$ cat src/rtl/sys2x2_ctrl_if.sv
`default_nettype none
// ============================================================================
//  Module      : sys2x2_ctrl_if
//  Description : Bundle of job control, weight/vector streams, array drive
//                and result stream for the 2x2 systolic job sequencer.
//                The slave modport is the sequencer; master is its environment
//                (host/DMA plus the PE array).
//  Revision    : 1.0  initial release
// ============================================================================
interface sys2x2_ctrl_if #(
  parameter int WIDTH = 16,
  parameter int CNT_W = 8
) ();
  logic             start;
  logic [CNT_W-1:0] num_vec;
  logic             busy;
  logic             done;
  logic             w_valid;
  logic             w_ready;
  logic [WIDTH-1:0] w_data;
  logic             x_valid;
  logic             x_ready;
  logic [WIDTH-1:0] x0;
  logic [WIDTH-1:0] x1;
  logic [WIDTH-1:0] arr_b00;
  logic [WIDTH-1:0] arr_b01;
  logic [WIDTH-1:0] arr_b10;
  logic [WIDTH-1:0] arr_b11;
  logic [WIDTH-1:0] arr_a0;
  logic [WIDTH-1:0] arr_a1;
  logic [WIDTH-1:0] arr_y0;
  logic [WIDTH-1:0] arr_y1;
  logic             y_valid;
  logic [WIDTH-1:0] y0;
  logic [WIDTH-1:0] y1;

  modport slave (
    input  start, num_vec, w_valid, w_data, x_valid, x0, x1, arr_y0, arr_y1,
    output busy, done, w_ready, x_ready,
    output arr_b00, arr_b01, arr_b10, arr_b11, arr_a0, arr_a1,
    output y_valid, y0, y1
  );

  modport master (
    output start, num_vec, w_valid, w_data, x_valid, x0, x1, arr_y0, arr_y1,
    input  busy, done, w_ready, x_ready,
    input  arr_b00, arr_b01, arr_b10, arr_b11, arr_a0, arr_a1,
    input  y_valid, y0, y1
  );
endinterface
`default_nettype wire

$ cat src/rtl/sys2x2_ctrl.sv
`default_nettype none
// ============================================================================
//  Module      : sys2x2_ctrl
//  Description : Job sequencer for a 2x2 weight-stationary systolic array.
//                Loads four weights, injects vectors with a one-cycle row
//                skew, de-skews the two column results into one beat per
//                vector and pulses done when the job has fully drained.
//  Revision    : 1.0  initial release
// ============================================================================
module sys2x2_ctrl #(
  parameter int WIDTH = 16,
  parameter int CNT_W = 8
) (
  input  logic          clk,
  input  logic          rst_n,
  sys2x2_ctrl_if.slave  bus
);

  typedef enum logic [2:0] {
    S_IDLE  = 3'd0,
    S_LOAD  = 3'd1,
    S_RUN   = 3'd2,
    S_DRAIN = 3'd3,
    S_DONE  = 3'd4
  } state_t;

  state_t           state_q, state_d;
  logic [CNT_W-1:0] num_q;
  logic [CNT_W-1:0] acc_q;
  logic [1:0]       wcnt_q;
  logic [WIDTH-1:0] b00_q, b01_q, b10_q, b11_q;
  logic [WIDTH-1:0] a0_q, a1_q, x1_dly_q;
  logic [4:0]       vpipe_q;   // bit k set: vector accepted k+1 edges ago
  logic [WIDTH-1:0] y0_cap_q, y0_q, y1_q;

  logic w_rdy, x_rdy, w_fire, x_fire, start_fire;

  assign w_fire     = w_rdy & bus.w_valid;
  assign x_fire     = x_rdy & bus.x_valid;
  assign start_fire = (state_q == S_IDLE) & bus.start;

  // State register
  always_ff @(posedge clk or negedge rst_n) begin
    if (!rst_n) state_q <= S_IDLE;
    else        state_q <= state_d;
  end

  // Next-state and handshake readiness
  always_comb begin
    state_d = state_q;
    w_rdy   = 1'b0;
    x_rdy   = 1'b0;
    case (state_q)
      S_IDLE: begin
        if (bus.start) state_d = S_LOAD;
      end
      S_LOAD: begin
        w_rdy = 1'b1;
        if (bus.w_valid && (wcnt_q == 2'd3))
          state_d = (num_q == '0) ? S_DONE : S_RUN;
      end
      S_RUN: begin
        x_rdy = (acc_q < num_q);
        if (x_rdy && bus.x_valid && (acc_q == num_q - 1'b1))
          state_d = S_DRAIN;
      end
      S_DRAIN: begin
        // Only the final output stage may still hold the last beat
        if (vpipe_q[3:0] == 4'd0) state_d = S_DONE;
      end
      S_DONE: begin
        state_d = S_IDLE;
      end
      default: state_d = S_IDLE;
    endcase
  end

  // Job length latch and accepted-vector counter
  always_ff @(posedge clk or negedge rst_n) begin
    if (!rst_n) begin
      num_q <= '0;
      acc_q <= '0;
    end else if (start_fire) begin
      num_q <= bus.num_vec;
      acc_q <= '0;
    end else if (x_fire) begin
      acc_q <= acc_q + 1'b1;
    end
  end

  // Weight registers, written in order b00, b01, b10, b11
  always_ff @(posedge clk or negedge rst_n) begin
    if (!rst_n) begin
      wcnt_q <= 2'd0;
      b00_q  <= '0;
      b01_q  <= '0;
      b10_q  <= '0;
      b11_q  <= '0;
    end else if (start_fire) begin
      wcnt_q <= 2'd0;
    end else if (w_fire) begin
      wcnt_q <= wcnt_q + 2'd1;
      case (wcnt_q)
        2'd0:    b00_q <= bus.w_data;
        2'd1:    b01_q <= bus.w_data;
        2'd2:    b10_q <= bus.w_data;
        default: b11_q <= bus.w_data;
      endcase
    end
  end

  // Row injection: row 1 trails row 0 by one cycle; idle cycles inject zeros
  always_ff @(posedge clk or negedge rst_n) begin
    if (!rst_n) begin
      a0_q     <= '0;
      x1_dly_q <= '0;
      a1_q     <= '0;
    end else begin
      a0_q     <= x_fire ? bus.x0 : '0;
      x1_dly_q <= x_fire ? bus.x1 : '0;
      a1_q     <= x1_dly_q;
    end
  end

  // De-skew: column 0 arrives one cycle before column 1, so hold it a cycle
  always_ff @(posedge clk or negedge rst_n) begin
    if (!rst_n) begin
      vpipe_q  <= 5'd0;
      y0_cap_q <= '0;
      y0_q     <= '0;
      y1_q     <= '0;
    end else begin
      vpipe_q <= {vpipe_q[3:0], x_fire};
      if (vpipe_q[2]) y0_cap_q <= bus.arr_y0;
      if (vpipe_q[3]) begin
        y0_q <= y0_cap_q;
        y1_q <= bus.arr_y1;
      end
    end
  end

  assign bus.busy    = (state_q == S_LOAD) | (state_q == S_RUN) | (state_q == S_DRAIN);
  assign bus.done    = (state_q == S_DONE);
  assign bus.w_ready = w_rdy;
  assign bus.x_ready = x_rdy;
  assign bus.arr_b00 = b00_q;
  assign bus.arr_b01 = b01_q;
  assign bus.arr_b10 = b10_q;
  assign bus.arr_b11 = b11_q;
  assign bus.arr_a0  = a0_q;
  assign bus.arr_a1  = a1_q;
  assign bus.y_valid = vpipe_q[4];
  assign bus.y0      = y0_q;
  assign bus.y1      = y1_q;

endmodule
`default_nettype wire

$ cat src/flat_wrapper.sv
// flat-port wrapper written by rule: the top's interface ports become plain ports
module sys2x2_ctrl_flat 
#(
  parameter int WIDTH = 16,
  parameter int CNT_W = 8
)
  (clk, rst_n, bus_start, bus_num_vec, bus_w_valid, bus_w_data, bus_x_valid, bus_x0, bus_x1, bus_arr_y0, bus_arr_y1, bus_busy, bus_done, bus_w_ready, bus_x_ready, bus_arr_b00, bus_arr_b01, bus_arr_b10, bus_arr_b11, bus_arr_a0, bus_arr_a1, bus_y_valid, bus_y0, bus_y1);
  sys2x2_ctrl_if #(.WIDTH(WIDTH), .CNT_W(CNT_W)) bus_i ();
  input  logic clk;
  input  logic rst_n;
  input wire logic [$bits(bus_i.start)-1:0] bus_start;
  input wire logic [$bits(bus_i.num_vec)-1:0] bus_num_vec;
  input wire logic [$bits(bus_i.w_valid)-1:0] bus_w_valid;
  input wire logic [$bits(bus_i.w_data)-1:0] bus_w_data;
  input wire logic [$bits(bus_i.x_valid)-1:0] bus_x_valid;
  input wire logic [$bits(bus_i.x0)-1:0] bus_x0;
  input wire logic [$bits(bus_i.x1)-1:0] bus_x1;
  input wire logic [$bits(bus_i.arr_y0)-1:0] bus_arr_y0;
  input wire logic [$bits(bus_i.arr_y1)-1:0] bus_arr_y1;
  output wire logic [$bits(bus_i.busy)-1:0] bus_busy;
  output wire logic [$bits(bus_i.done)-1:0] bus_done;
  output wire logic [$bits(bus_i.w_ready)-1:0] bus_w_ready;
  output wire logic [$bits(bus_i.x_ready)-1:0] bus_x_ready;
  output wire logic [$bits(bus_i.arr_b00)-1:0] bus_arr_b00;
  output wire logic [$bits(bus_i.arr_b01)-1:0] bus_arr_b01;
  output wire logic [$bits(bus_i.arr_b10)-1:0] bus_arr_b10;
  output wire logic [$bits(bus_i.arr_b11)-1:0] bus_arr_b11;
  output wire logic [$bits(bus_i.arr_a0)-1:0] bus_arr_a0;
  output wire logic [$bits(bus_i.arr_a1)-1:0] bus_arr_a1;
  output wire logic [$bits(bus_i.y_valid)-1:0] bus_y_valid;
  output wire logic [$bits(bus_i.y0)-1:0] bus_y0;
  output wire logic [$bits(bus_i.y1)-1:0] bus_y1;
  assign bus_i.start = bus_start;
  assign bus_i.num_vec = bus_num_vec;
  assign bus_i.w_valid = bus_w_valid;
  assign bus_i.w_data = bus_w_data;
  assign bus_i.x_valid = bus_x_valid;
  assign bus_i.x0 = bus_x0;
  assign bus_i.x1 = bus_x1;
  assign bus_i.arr_y0 = bus_arr_y0;
  assign bus_i.arr_y1 = bus_arr_y1;
  assign bus_busy = bus_i.busy;
  assign bus_done = bus_i.done;
  assign bus_w_ready = bus_i.w_ready;
  assign bus_x_ready = bus_i.x_ready;
  assign bus_arr_b00 = bus_i.arr_b00;
  assign bus_arr_b01 = bus_i.arr_b01;
  assign bus_arr_b10 = bus_i.arr_b10;
  assign bus_arr_b11 = bus_i.arr_b11;
  assign bus_arr_a0 = bus_i.arr_a0;
  assign bus_arr_a1 = bus_i.arr_a1;
  assign bus_y_valid = bus_i.y_valid;
  assign bus_y0 = bus_i.y0;
  assign bus_y1 = bus_i.y1;
  sys2x2_ctrl #(.WIDTH(WIDTH), .CNT_W(CNT_W)) u_core (.clk(clk), .rst_n(rst_n), .bus(bus_i));
endmodule
$ cat config.mk
export PLATFORM = sky130hd
export DESIGN_NAME = sys2x2_ctrl_flat
export DESIGN_NICKNAME = d
export VERILOG_FILES = /design/src/rtl/sys2x2_ctrl_if.sv /design/src/rtl/sys2x2_ctrl.sv /design/src/flat_wrapper.sv
export SDC_FILE = /design/constraint.sdc
export NUM_CORES = 1
export LEC_CHECK = 0
export ABC_CLOCK_PERIOD_IN_PS = 4480
export BUFFER_PORTS_ARGS = -buffer_cell sky130_fd_sc_hd__buf_2
export CORE_MARGIN = 5
export CORE_UTILIZATION = 55
export CTS_CLUSTER_SIZE = 40
export DETAILED_ROUTE_END_ITERATION = 12
export PLACE_DENSITY_LB_ADDON = 0.15
export SYNTH_ARGS = -nofsm -noshare
export SYNTH_HDL_FRONTEND = slang
export SYNTH_SLANG_ARGS = --single-unit
$ cat constraint.sdc
create_clock -name clk -period 4.48 [get_ports clk]
set_input_delay 0.448 -clock clk [delete_from_list [all_inputs] [get_ports clk]]
set_output_delay 0.448 -clock clk [all_outputs]
set_load 0.1 [all_outputs]
Yosys cells after proc, flatten, opt, wreduce, memory -nomap -nowiden:

Index checks and enable logic that the tools add are counted.

* multiplexer cells: 14
* bitwise gates (word level): 7
* $add $sub $neg: 3
* order comparisons: 1
* equal/unequal tests: 12
* reduce and logical (&&, ||, !) cells: 15

Operators by type and width (number)
* 16-bit 2-to-1 mux: 2
* 8-bit 2-to-1 mux: 2
* 3-bit 2-to-1 mux: 5
* 3-bit one-hot mux with 4 select lines: 1
* 3-bit AND reduction: 4
* 8-bit by 1-bit adder with 8-bit output (second input constant): 1
* 8-bit equality test: 1
* 8-bit logical NOT: 1
* 8-bit less-than comparator: 1
* 8-bit by 1-bit subtractor with 8-bit output (second input constant): 1
* 3-bit by 2-bit equality test with 1-bit output (second input constant): 2
* 2-bit by 1-bit != test with 1-bit output (second input constant): 3
* 2-bit equality test (second input constant): 2
* 4-bit logical NOT: 1
* 2-bit 2-to-1 mux: 2
* 4-bit AND reduction: 1
* 2-bit nonzero test: 2
* 1-bit bitwise AND: 3
* 3-bit by 1-bit equality test with 1-bit output (second input constant): 1
* 3-bit equality test (second input constant): 1
* 1-bit logical AND: 3
* 3-bit logical NOT: 1
* 3-bit OR reduction: 1
* 2-bit by 1-bit adder with 2-bit output (second input constant): 1
* 6 further kinds: 9

* register bits after elaboration: 186
* output and inout port bits: 133
* logic and storage cells: 67

Depth between registers and ports, before layout:

* depth after elaboration: 5
* mapped depth: 9
* depth with buffers taken out: 7

Worst setup path after synthesis:

OpenSTA, ideal clock, no wires.

* path kind: reg-to-reg
* start point: register u_core.state_q[1]
* end point: register u_core.b11_q[10], in the netlist u_core.bus.arr_b11[10]
* setup slack: 1.589 ns
* library setup time: 0.128 ns
* clock period less this slack: 2.891 ns
* buffers on the path: 3
* arrival: 2.762 ns
* required time: 4.352 ns
* stages on the path, launching flop included: 7
* path through: dfrtp_1 > buf_2 > nor3_2 > and3_1 > buf_2 > buf_2 > mux2_1

* word-level cells in the longest chain between the ends: 4
* elaborated cells on any way between the ends: 7
* classes of those cells: eq/ne: 1; mux: 1; bitwise: 3; reduce/logical: 2

Ends and longest elaborated chain
* start, declared: line sys2x2_ctrl.sv:27 `state_t state_q, state_d;`
* start signal, assigned: line sys2x2_ctrl.sv:45 `else state_q <= state_d;`
* 3-bit by 1-bit equality test with 1-bit output: line sys2x2_ctrl.sv:53 `case (state_q)`
* 1-bit 2-to-1 mux: line sys2x2_ctrl.sv:53
* net bus_w_ready: line flat_wrapper.sv:22 `output wire logic [$bits(bus_i.w_ready)-1:0] bus_w_ready;`
* 1-bit bitwise AND: line sys2x2_ctrl.sv:38 `assign w_fire = w_rdy & bus.w_valid;`
* 3-bit AND reduction (no source line)
* end signal, assigned: line sys2x2_ctrl.sv:107 `default: b11_q <= bus.w_data;`
* end, declared: line sys2x2_ctrl.sv:31 `logic [WIDTH-1:0] b00_q, b01_q, b10_q, b11_q;`

The timed path passes the listed nets, and every way through them passes these cells.
A chain may end at the register's enable or synchronous reset.

Worst setup path after layout:

* start point: register u_core.num_q[3]
* end point: output bus_x_ready

* word-level cells in the longest chain between the ends: 2

Ends and longest elaborated chain
* start, declared: line sys2x2_ctrl.sv:28 `logic [CNT_W-1:0] num_q;`
* start signal, assigned: line sys2x2_ctrl.sv:84 `num_q <= bus.num_vec;`
* 8-bit less-than comparator: line sys2x2_ctrl.sv:63 `x_rdy = (acc_q < num_q);`
* 1-bit 2-to-1 mux: line sys2x2_ctrl.sv:53
* end, declared: line flat_wrapper.sv:23 `output wire logic [$bits(bus_i.x_ready)-1:0] bus_x_ready;`

No other way between the ends.

==> results.cfg <==
[timing]
final.setup_skew_ns = 0.00764
setup_tns_ns = 0
tightest_slew_ns = 1.00
min_period_ns = 2.96
rsz0062_at_grt = no
slew_viol_final = 0
clock.fmax_ghz = 0.338
max_slew_margin_pct = 33.2
period_share_pct = 66.1
finalSetupViolCount = 0
finalHoldViolCount = 0
hold_slack_ns = 0.120

[grt]
grt_pass1_wl_um = 26300
first_global_vias = 5142
antenna_found_initial = 1
overflow = 0
grt_use_total_pct = 21.2
grt_max_degree = 108

[final_layout]
final_common_cell = buf_2
drive_gt1_share_pct = 43.5
final_area_sq_mm = 0.00915
syn_to_final_growth_pct = 26.4
fillers = 936
final_nets = 839
final_cell_mix = buf_2 (224), dfrtp_1 (186), mux2_1 (64)

[route]
postRouteWirelength_um = 15900
vias = 4805
route.detailed.drc = 0
vias_per_cell = 5.21
wl_per_cell_um = 17.3
drtIter0Drc = 252
ant_nets = 0
drt_pass1_iterations = 4

[cts]
htree_levels = 4
cts_num_sinks = 186
postCtsSetupRepairBufs = 0
holdBufCountCts = 0
numCtsBuffers = 17
clk_pin_slew_ns = 0.07
insertion_delay_ns = 0.42
cts_tree = yes
clock-root-buffer = clkbuf_16
clockBufferDepth = 2
cts_resized = 0

[synth]
syn-cell-area_sq_mm = 0.00724
ys_seq_area_share_pct = 64.3
avgSynthCellArea_sq_um = 14.2
syn_inst = 509
syn_nets = 616
yosys_warnings = 0
synth_cell_types = 44
synth_seq_cells = 186

[placed_design]
routabilityCongestion = 0.872
dpl_cell_area_sq_mm = 0.00851
dpl.hpwl_um = 11500
io_buffers = 225

[die]
rows = 42
die_area_sq_mm = 0.0156
core_area_sq_mm = 0.0131
dieHeight_um = 125
die_x_um = 125
floorplan.initialDensity_pct = 55.4
io_pins = 226

[setup_path]
cp.arrival_ns = 2.51
start_kind = flip-flop
rr_worst_depth = 7
endpoint_kind = primary output
criticalPathCategory = reg2out
critical_path_required_ns = 4.03
worstPathMaxFanout = 38

[run_status]
status = complete, no violations

[run]
max_cap_viol_count = 0

[worst_hold_path]
hold_path_class = in2async
## worst paths after layout
kind	startpoint	to	slack [ns]
min in group clk	bus_num_vec[0]	u_core.num_q[0]	0.24
max in group asynchronous	rst_n	u_core.bus.arr_b11[6]	3.22
min	rst_n	u_core.y0_cap_q[11]	0.12
min reg2reg	u_core.x1_dly_q[15]	u_core.bus.arr_a1[15]	0.35
max	u_core.num_q[3]	bus_x_ready	1.52
max reg2reg	u_core.num_q[7]	u_core.acc_q[3]	1.93
## registers in the layout, indices dropped and copies added, names as in the netlist
register            cells
u_core.bus.arr_a0      16
u_core.bus.arr_a1      16
u_core.bus.arr_b00     16
u_core.bus.arr_b01     16
u_core.bus.arr_b10     16
u_core.bus.arr_b11     16
u_core.bus.y0          16
u_core.bus.y1          16
u_core.x1_dly_q        16
u_core.y0_cap_q        16
u_core.acc_q            8
u_core.num_q            8
u_core.vpipe_q          5
u_core.state_q          3
u_core.wcnt_q           2
## cell type report
type	count	area, sq um	area share (%)
diodes	1	2.50	0.0273
clock buffers	21	470	5.14
clock inverters	11	165	1.80
inverters	13	48.8	0.533
multi-input cells	284	2420	26.5
flip-flops and latches	186	4650	50.9
well taps	176	220	2.41
repair buffers	230	1170	12.8
## worst max-delay path, stage by stage (launching register included)
cell,delay (ns)
dfrtp_1,0.46
inv_1,0.11
ha_1,0.31
a21oi_1,0.17
a21o_1,0.13
buf_4,0.28
and3_1,0.20
buf_2,0.42
## kinds of logic after synthesis
kind of cell / share of synthesized area (%)
flip-flops: 64.3
multiplexers: 18.5
AND/OR/NAND/NOR: 8.62
buffers and inverters: 2.40
AO/OA/AOI/OAI: 2.69
adder cells (fa/ha/maj): 2.42
XOR/XNOR: 1.09
## metrics by stage
step / setup slack (ns) / util, % / std cells
global placement: 1.97 / 65.1 / 889
CTS: 1.48 / 69.9 / 921
floorplan: 1.59 / - / 509
finish: 1.52 / 69.9 / 922
global route: 1.34 / 69.9 / 922
detailed placement: 1.92 / 65.1 / 889
## cell usage after synthesis
master,instances,area [sq um]
o211ai_1,1,7.51
inv_2,1,3.75
nand2_1,16,60.1
and2_1,2,12.5
nor4b_1,1,8.76
o21ai_1,6,30.0
dfrtp_1,186,4650
xor2_1,2,17.5
mux2i_1,8,80.1
nor3b_1,1,7.51
or4_4,1,11.3
and3_1,39,244
a41o_1,1,10.0
mux2_2,48,541
a21boi_0,1,7.51
a21oi_1,7,35.0
nand2_2,3,18.8
nor4_1,2,12.5
buf_2,4,20.0
nor2_4,1,11.3
o21ba_2,1,10.0
ha_1,14,175
o21a_1,1,7.51
mux2_1,64,721
a21o_1,2,15.0
buf_4,6,45.0
nor2_1,11,41.3
nand4_1,3,18.8
nor2b_1,1,6.26
a311oi_1,1,8.76
nor3_2,1,10.0
o2111ai_1,1,8.76
inv_1,12,45.0
a21oi_2,1,8.76
or3_4,1,11.3
clkbuf_1,16,60.1
o21ai_0,7,35.0
a2111o_1,1,11.3
nand3_1,10,50.1
xnor2_1,7,61.3
nand3b_1,2,15.0
nand2b_1,4,25.0
or2_2,4,25.0
nor3_1,7,35.0
## layer usage
metal	part of all wire (%)	track usage (%)	vias to the layer above	routed length, um
li1	-	-	2224	-
met1	41	25.9	2407	6470
met2	51	36.2	148	8170
met3	6.2	5.96	26	980
met4	2.0	7.29	0	313
met5	0	0	-	0
Power is not shown: default switching activity piles up to over one toggle a cycle in this logic, so the estimate is an artifact.
